==> src/rtl/seq_gen_if.sv <==
// seq_gen_if: control and serial-output bundle for the seq_gen pattern transmitter.
//   master: the controller side. It drives start, pattern_i, repeat_i, gap_i and abort,
//           and it receives the serial line and the status signals.
//   slave : the seq_gen side. It receives the request fields and drives
//           out, out_valid, frame_start, busy and done.
interface seq_gen_if #(
  parameter int PAT_W = 4,
  parameter int CNT_W = 8,
  parameter int GAP_W = 4
);
  logic             start;
  logic [PAT_W-1:0] pattern_i;
  logic [CNT_W-1:0] repeat_i;
  logic [GAP_W-1:0] gap_i;
  logic             abort;
  logic             out;
  logic             out_valid;
  logic             frame_start;
  logic             busy;
  logic             done;

  modport master (
    output start, pattern_i, repeat_i, gap_i, abort,
    input  out, out_valid, frame_start, busy, done
  );

  modport slave (
    input  start, pattern_i, repeat_i, gap_i, abort,
    output out, out_valid, frame_start, busy, done
  );
endinterface

==> src/rtl/seq_gen.sv <==
// seq_gen: serial pattern transmitter. It sends a PAT_W-bit pattern MSB-first,
// one bit per clock, and repeats it R = max(repeat_i,1) times. Each repetition
// after the first is preceded by gap_i idle zero bits.
// Ports:
//   clk - rising-edge clock
//   rst - asynchronous active-high reset
//   bus - seq_gen_if.slave. It carries these signals:
//         inputs : start, pattern_i, repeat_i, gap_i, abort
//         outputs: out, out_valid, frame_start, busy, done
// Every output is registered. The next-output values are produced together
// with the next state.
module seq_gen #(
  parameter int PAT_W = 4,
  parameter int CNT_W = 8,
  parameter int GAP_W = 4
) (
  input logic    clk,
  input logic    rst,
  seq_gen_if.slave bus
);

  localparam int BC_W = (PAT_W > 2) ? $clog2(PAT_W) : 1;
  localparam logic [BC_W-1:0] LAST_BIT = BC_W'(PAT_W - 1);

  typedef enum logic [1:0] {IDLE, SEND, GAP} state_t;

  state_t           state, state_n;
  logic [PAT_W-1:0] shreg, shreg_n;     // bits of the current frame still to be sent
  logic [PAT_W-1:0] pat_lat, pat_lat_n;
  logic [GAP_W-1:0] gap_lat, gap_lat_n;
  logic [BC_W-1:0]  bit_cnt, bit_cnt_n; // index of the bit currently on out
  logic [CNT_W-1:0] rep_cnt, rep_cnt_n; // repetitions left, including the current one
  logic [GAP_W-1:0] gap_cnt, gap_cnt_n; // gap cycles left, including the current one

  logic out_r, out_n;
  logic vld_r, vld_n;
  logic fs_r, fs_n;
  logic busy_r, busy_n;
  logic done_r, done_n;

  // Set on any cycle whose next output is the MSB of a new frame.
  logic             reload;
  logic [PAT_W-1:0] pat_src;

  always_ff @(posedge clk or posedge rst) begin
    if (rst) begin
      state   <= IDLE;
      shreg   <= '0;
      pat_lat <= '0;
      gap_lat <= '0;
      bit_cnt <= '0;
      rep_cnt <= '0;
      gap_cnt <= '0;
      out_r   <= 1'b0;
      vld_r   <= 1'b0;
      fs_r    <= 1'b0;
      busy_r  <= 1'b0;
      done_r  <= 1'b0;
    end else begin
      state   <= state_n;
      shreg   <= shreg_n;
      pat_lat <= pat_lat_n;
      gap_lat <= gap_lat_n;
      bit_cnt <= bit_cnt_n;
      rep_cnt <= rep_cnt_n;
      gap_cnt <= gap_cnt_n;
      out_r   <= out_n;
      vld_r   <= vld_n;
      fs_r    <= fs_n;
      busy_r  <= busy_n;
      done_r  <= done_n;
    end
  end

  always_comb begin
    state_n   = state;
    shreg_n   = shreg;
    pat_lat_n = pat_lat;
    gap_lat_n = gap_lat;
    bit_cnt_n = bit_cnt;
    rep_cnt_n = rep_cnt;
    gap_cnt_n = gap_cnt;
    out_n     = 1'b0;
    vld_n     = 1'b0;
    fs_n      = 1'b0;
    busy_n    = 1'b0;
    done_n    = 1'b0;
    reload    = 1'b0;
    pat_src   = pat_lat;

    case (state)
      IDLE: begin
        // When abort and start arrive together, abort wins and the start is dropped.
        if (bus.start && !bus.abort) begin
          state_n   = SEND;
          pat_lat_n = bus.pattern_i;
          gap_lat_n = bus.gap_i;
          rep_cnt_n = (bus.repeat_i == '0) ? CNT_W'(1) : bus.repeat_i;
          pat_src   = bus.pattern_i;
          reload    = 1'b1;
        end
      end

      SEND: begin
        if (bus.abort) begin
          state_n = IDLE;
        end else if (bit_cnt == LAST_BIT) begin
          rep_cnt_n = rep_cnt - CNT_W'(1);
          if (rep_cnt == CNT_W'(1)) begin
            state_n = IDLE;
            done_n  = 1'b1;
          end else if (gap_lat != '0) begin
            state_n   = GAP;
            gap_cnt_n = gap_lat;
            busy_n    = 1'b1;
          end else begin
            reload = 1'b1;
          end
        end else begin
          out_n     = shreg[PAT_W-1];
          shreg_n   = {shreg[PAT_W-2:0], 1'b0};
          bit_cnt_n = bit_cnt + BC_W'(1);
          vld_n     = 1'b1;
          busy_n    = 1'b1;
        end
      end

      GAP: begin
        if (bus.abort) begin
          state_n = IDLE;
        end else if (gap_cnt == GAP_W'(1)) begin
          state_n = SEND;
          reload  = 1'b1;
        end else begin
          gap_cnt_n = gap_cnt - GAP_W'(1);
          busy_n    = 1'b1;
        end
      end

      default: state_n = IDLE;
    endcase

    // Start a frame. The MSB goes straight to out, and the remaining bits are queued.
    if (reload) begin
      out_n     = pat_src[PAT_W-1];
      shreg_n   = {pat_src[PAT_W-2:0], 1'b0};
      bit_cnt_n = '0;
      vld_n     = 1'b1;
      fs_n      = 1'b1;
      busy_n    = 1'b1;
    end
  end

  assign bus.out         = out_r;
  assign bus.out_valid   = vld_r;
  assign bus.frame_start = fs_r;
  assign bus.busy        = busy_r;
  assign bus.done        = done_r;

endmodule

==> src/flat_wrapper.sv <==
// flat-port wrapper written by rule: the top's interface ports become plain ports
module seq_gen_flat 
#(
  parameter int PAT_W = 4,
  parameter int CNT_W = 8,
  parameter int GAP_W = 4
)
  (clk, rst, bus_start, bus_pattern_i, bus_repeat_i, bus_gap_i, bus_abort, bus_out, bus_out_valid, bus_frame_start, bus_busy, bus_done);
  seq_gen_if #(.PAT_W(PAT_W), .CNT_W(CNT_W), .GAP_W(GAP_W)) bus_i ();
  input logic clk;
  input logic rst;
  input wire logic [$bits(bus_i.start)-1:0] bus_start;
  input wire logic [$bits(bus_i.pattern_i)-1:0] bus_pattern_i;
  input wire logic [$bits(bus_i.repeat_i)-1:0] bus_repeat_i;
  input wire logic [$bits(bus_i.gap_i)-1:0] bus_gap_i;
  input wire logic [$bits(bus_i.abort)-1:0] bus_abort;
  output wire logic [$bits(bus_i.out)-1:0] bus_out;
  output wire logic [$bits(bus_i.out_valid)-1:0] bus_out_valid;
  output wire logic [$bits(bus_i.frame_start)-1:0] bus_frame_start;
  output wire logic [$bits(bus_i.busy)-1:0] bus_busy;
  output wire logic [$bits(bus_i.done)-1:0] bus_done;
  assign bus_i.start = bus_start;
  assign bus_i.pattern_i = bus_pattern_i;
  assign bus_i.repeat_i = bus_repeat_i;
  assign bus_i.gap_i = bus_gap_i;
  assign bus_i.abort = bus_abort;
  assign bus_out = bus_i.out;
  assign bus_out_valid = bus_i.out_valid;
  assign bus_frame_start = bus_i.frame_start;
  assign bus_busy = bus_i.busy;
  assign bus_done = bus_i.done;
  seq_gen #(.PAT_W(PAT_W), .CNT_W(CNT_W), .GAP_W(GAP_W)) u_core (.clk(clk), .rst(rst), .bus(bus_i));
endmodule
==> config.mk <==
export PLATFORM = sky130hd
export DESIGN_NAME = seq_gen_flat
export DESIGN_NICKNAME = d
export VERILOG_FILES = /design/src/rtl/seq_gen_if.sv /design/src/rtl/seq_gen.sv /design/src/flat_wrapper.sv
export SDC_FILE = /design/constraint.sdc
export NUM_CORES = 1
export LEC_CHECK = 0
export CAP_MARGIN = 40
export CORE_AREA = 2 2 63 110
export CTS_CLUSTER_DIAMETER = 30
export DETAILED_ROUTE_END_ITERATION = 16
export DIE_AREA = 0 0 65 112
export PLACE_DENSITY = 0.56
export SLEW_MARGIN = 30
export SYNTH_ARGS = -nofsm -noshare
export SYNTH_HDL_FRONTEND = slang
export SYNTH_SLANG_ARGS = --single-unit
==> constraint.sdc <==
create_clock -name clk -period 5.97 [get_ports clk]
set_clock_uncertainty 0.05 [all_clocks]
set_input_delay 1.194 -clock clk [delete_from_list [all_inputs] [get_ports clk]]
set_output_delay 1.194 -clock clk [all_outputs]
set_load 0.01 [all_outputs]
Word level (Yosys, flattened, before mapping)
Cells that the tools add are included.
Widths: inputs -> output; s select.

operators by class
  add/sub/neg operators = 3
  multiply operators = 0
  divide/modulo/power cells = 0
  magnitude comparators = 0
  equal/unequal tests = 17
  shift-type cells = 0
  multiplexer cells = 59
  bitwise operators = 0
  reduce and logical (&&, ||, !) cells = 13

operator list
  kind                 number
  $mux 4               12
  $mux 8               4
  $mux 1               27
  $mux 2               11
  $pmux 8 s2           1
  $ne 2x1->1 const B   5
  $eq 8x1->1 const B   1
  $logic_not 8->1      1
  $ne 2x2->1 const B   4
  $pmux 4 s2           1
  $reduce_and 4->1     2
  $sub 8x1->8 const B  1
  $reduce_and 7->1     1
  $ne 3x2->1 const B   2
  $pmux 2 s3           1
  $reduce_bool 2->1    3
  $eq 2x2->1 const B   2
  $eq 4x1->1 const B   1
  $ne 4x2->1 const B   1
  $reduce_bool 4->1    1
  $sub 4x1->4 const B  1
  $pmux 1 s3           1
  $reduce_and 3->1     1
  $add 2x1->2 const B  1
  6 further kinds      6

word-level totals
  bits in registers = 33
  bits in latches = 0
  RAM bits = 0
  ROM bits = 0
  input bits = 20
  output and inout bits = 5
  memories kept = 0

Longest topological paths before layout
  depth after elaboration = 8
  mapped depth = 9
  mapped depth without buffers = 7

Least setup slack after synthesis
No wires, ideal clock.

  path type = input port to flip-flop
  start point = input port bus_abort
  end point = register u_core.shreg[2]
  library setup time = 0.125 ns
  arrival = 2.629 ns
  setup slack = 3.166 ns
  stages = 7
  path through = clkbuf_1 nand3b_1 buf_2 a31oi_1 buf_6 mux2_4 mux2_2

between the ends
  cells in the longest elaborated chain, start to end = 6

ends and longest elaborated chain
  element                                                    line                text
  start: declaration                                         flat_wrapper.sv:16  input wire logic [$bits(bus_i.abort)-1:0] bus_abort;
  $logic_not 1->1                                            seq_gen.sv:94       if (bus.start && !bus.abort) begin
  $logic_and 1x1->1                                          seq_gen.sv:94
  $mux 1                                                     seq_gen.sv:94
  $pmux 1 s3                                                 seq_gen.sv:91       case (state)
  $ne 2x1->1 (no line) or $reduce_bool 2->1 (tied branches)  n/a
  $reduce_and 3->1 (no line)                                 n/a
  end signal: assignment                                     seq_gen.sv:61       shreg <= shreg_n;
  end: declaration                                           seq_gen.sv:28       logic [PAT_W-1:0] shreg, shreg_n;

Several ways; a longest one is shown, not always the timed one.
A chain may end at the register's enable or synchronous reset.

Final worst setup path
Same ends and word-level chain as after synthesis.

==> reports/qor.txt <==
fmax: 284 MHz
die height: 112 um
Worst R2R Start: u_core.state[1]
hold path start: u_core.gap_cnt[1]
diodes inserted: 0
Max-cap violations: 0
mapped cell area: 1800 sq um
Routed WL: 3.89 mm
max-slew violations: 0
Worst EP required: 6.08 ns
Multi-input gate area: 907 sq um
Worst R2R End: u_core.shreg[2]
WHS Path Cells: 2
drt first pass iters: 4
post-synthesis average cell area: 10.1 sq um
Clock Latency Late Sink: 0.27 ns
Leakage Power: 0.000972 uW
cts hold-fix bufs: 0
critical setup path kind: in2reg
setup TNS: 0 ns
synthesis-to-finish area growth: 26.5%
Worst-Margin Slew: 0.545 ns
Initial Utilization: 0.282
critical path's slowest cell: clkdlybuf4s50_1
WL per Instance: 13.6 um
crit-path cells: clkdlybuf4s50_1, nand3b_1, a31oi_1, buf_4, mux2_4, mux2_2
crit-path max FO: 11
Final Hold Vio Count: 0
Clk pin slew, worst setup/hold paths: 0.05 ns
Routed Antenna Nets: 0
Sink Count: 32
grt total ovfl: 0
cts repair resizes: 0
Synth Net Count: 208
DRC: 0
Clock Path Buffers: 2
Hold Path End: u_core.gap_cnt[1]
I/O pin count: 25
critical path startpoint category: primary input
status: completed
peak supply drop: 125 uV
post-route minimum period: 3.52 ns
Buffers on Ports: 24
r2r setup slk: 3.13 ns
Crit path max-delay family: buffers and inverters
RSZ-0062 raised after global routing: false
number of DRC markers in iteration 0: 56
Buf+Inv Stages, Crit Path: 2
Die W: 65 um
top post-synthesis cells by area: dfrtp_1 (44%), mux2_2 (6.9%), ha_1 (6.3%), a21oi_1 (3.6%), mux2i_1 (3.3%)
CP arrival: 3.63 ns
Hold Path Class: reg2reg
TritonCTS clock tree: built
top cell type's share of synthesized area: 0.445
largest net degree at the start of global routing: 33
initial antenna violation count: 0
PwrDens: 474 nW/um^2
worst hold margin: 0.424 ns
FP Rows: 39
distinct cell type count after synthesis: 41
Post-CTS Setup Inserts: 0
commonest non-fill, non-tap cells in the layout: dfrtp_1 (32), clkdlybuf4s50_1 (24), nand2_1 (15), inv_1 (13), a21oi_1 (13)
htree depth: 2
worst rel slew slack: 0.633
crit path capture type: flop
most common cell after layout, fill and taps aside: dfrtp_1
Synth area leader: dfrtp_1
crit share post-route: 0.589
CTS Buf Count: 5
#FFs+latches synth: 32
Final HPWL DP: 2.93 mm
All-Layer GR Usage: 0.118
max incr delay on CP: 0.58 ns
full die area: 7280 sq um
vias per inst: 4.88
DR vias: 1397
yosys warns: 0
Root Driver: clkbuf_16
Mapped Cells: 179
Reg area: 801 sq um
Seq/Total Area, Yosys: 0.445
Routability Congestion: 0.879
R2R cell count: 9
CORE AREA: 6390 sq um
vias in the first global route: 1381
first-pass GRT wire length: 6.51 mm
filler cell count: 647
final setup fails: 0
Nets: 233
ratio of cells with drive above 1 in the final layout: 0.132
how the worst max path moves through the flow:
stage                         start                end  slack [ns]  cells after the start
final                     bus_abort    u_core.shreg[2]        2.45                      6
after global routing      bus_abort    u_core.shreg[2]        2.32                      6
after CTS                 bus_abort    u_core.shreg[2]        2.47                      6
after detailed placement  bus_abort    u_core.shreg[2]        2.18                      6
after global placement    bus_abort  u_core.bit_cnt[1]        1.98                      5
after floorplan           bus_abort    u_core.shreg[2]        3.17                      7
power by group:
group / total (uW) / switching [uW] / internal (uW)
clock: 261 / 86.2 / 175
sequential: 386 / 70.7 / 315
combinational: 435 / 220 / 215
total: 1080 / 377 / 704
cell type report:
cell class | count | share of cell area
multi-input combinational | 125 | 0.398
inverter | 13 | 0.0214
tap | 82 | 0.0450
clock buffer | 7 | 0.0670
sequential | 32 | 0.351
timing repair buffer | 27 | 0.117
worst reg2reg max path, delay by kind of cell (launching register included):
family	cells	cell delay [ns]
buf+inv	3	0.60
flops	1	0.41
compound gates	2	0.57
fa+ha+maj	1	0.33
mux	2	0.55
simple gates	1	0.21
state kept, by name, summed over array words and instances (netlist names):
| signal | cells |
|---|---|
| u_core.bit_cnt | 2 |
| u_core.bus.busy | 1 |
| u_core.bus.done | 1 |
| u_core.bus.frame_start | 1 |
| u_core.bus.out | 1 |
| u_core.bus.out_valid | 1 |
| u_core.gap_cnt | 4 |
| u_core.gap_lat | 4 |
| u_core.pat_lat | 4 |
| u_core.rep_cnt | 8 |
| u_core.shreg | 3 |
| u_core.state | 2 |
kinds of logic (layout without fill, tap and decap cells):
| family | after synthesis | in the layout | share of synthesized area |
|---|---|---|---|
| DFF | 32 | 32 | 0.445 |
| and+or+nand+nor | 57 | 57 | 0.177 |
| muxes | 18 | 18 | 0.110 |
| buffers and inverters | 22 | 47 | 0.0514 |
| AOI/OAI and AO/OA | 41 | 41 | 0.154 |
| adders and majority gates | 9 | 9 | 0.0625 |
routing by layer:
metal / global-route usage / part of all wire
met4: 0.0823 / 0.039
met3: 0.0172 / 0.027
met5: 0 / 0
met1: 0.129 / 0.40
met2: 0.204 / 0.54
Yosys cell counts (all sizes together):
library cell	number
o211ai	2
a221o	2
nand3	4
a221oi	1
nor2	7
nand2	15
nand2b	5
a32o	1
o22a	2
inv	13
o221ai	1
mux2i	6
o22ai	4
a21oi	13
o311ai	1
mux2	12
nor4	2
ha	9
nor3	1
or2	3
or3	6
clkbuf	6
o21bai	2
a2bb2oi	1
buf	3
and3b	2
nand3b	2
or4b	1
nor3b	2
dfrtp	32
a211o	1
nor4b	1
o41ai	1
a31oi	1
nor2b	4
o21ai	8
or4	2
through the flow:
step	instances	area [sq um]	power, uW	setup slack, ns	utilization
global route	286	2280	1170	2.32	0.356
global placement	277	2110	812	1.98	0.330
floorplan	179	1800	704	3.17	-
CTS	285	2270	1090	2.47	0.355
detailed placement	278	2110	820	2.18	0.331
finish	286	2280	1080	2.45	0.356
Note: power is estimated with default switching activity, not from simulation.
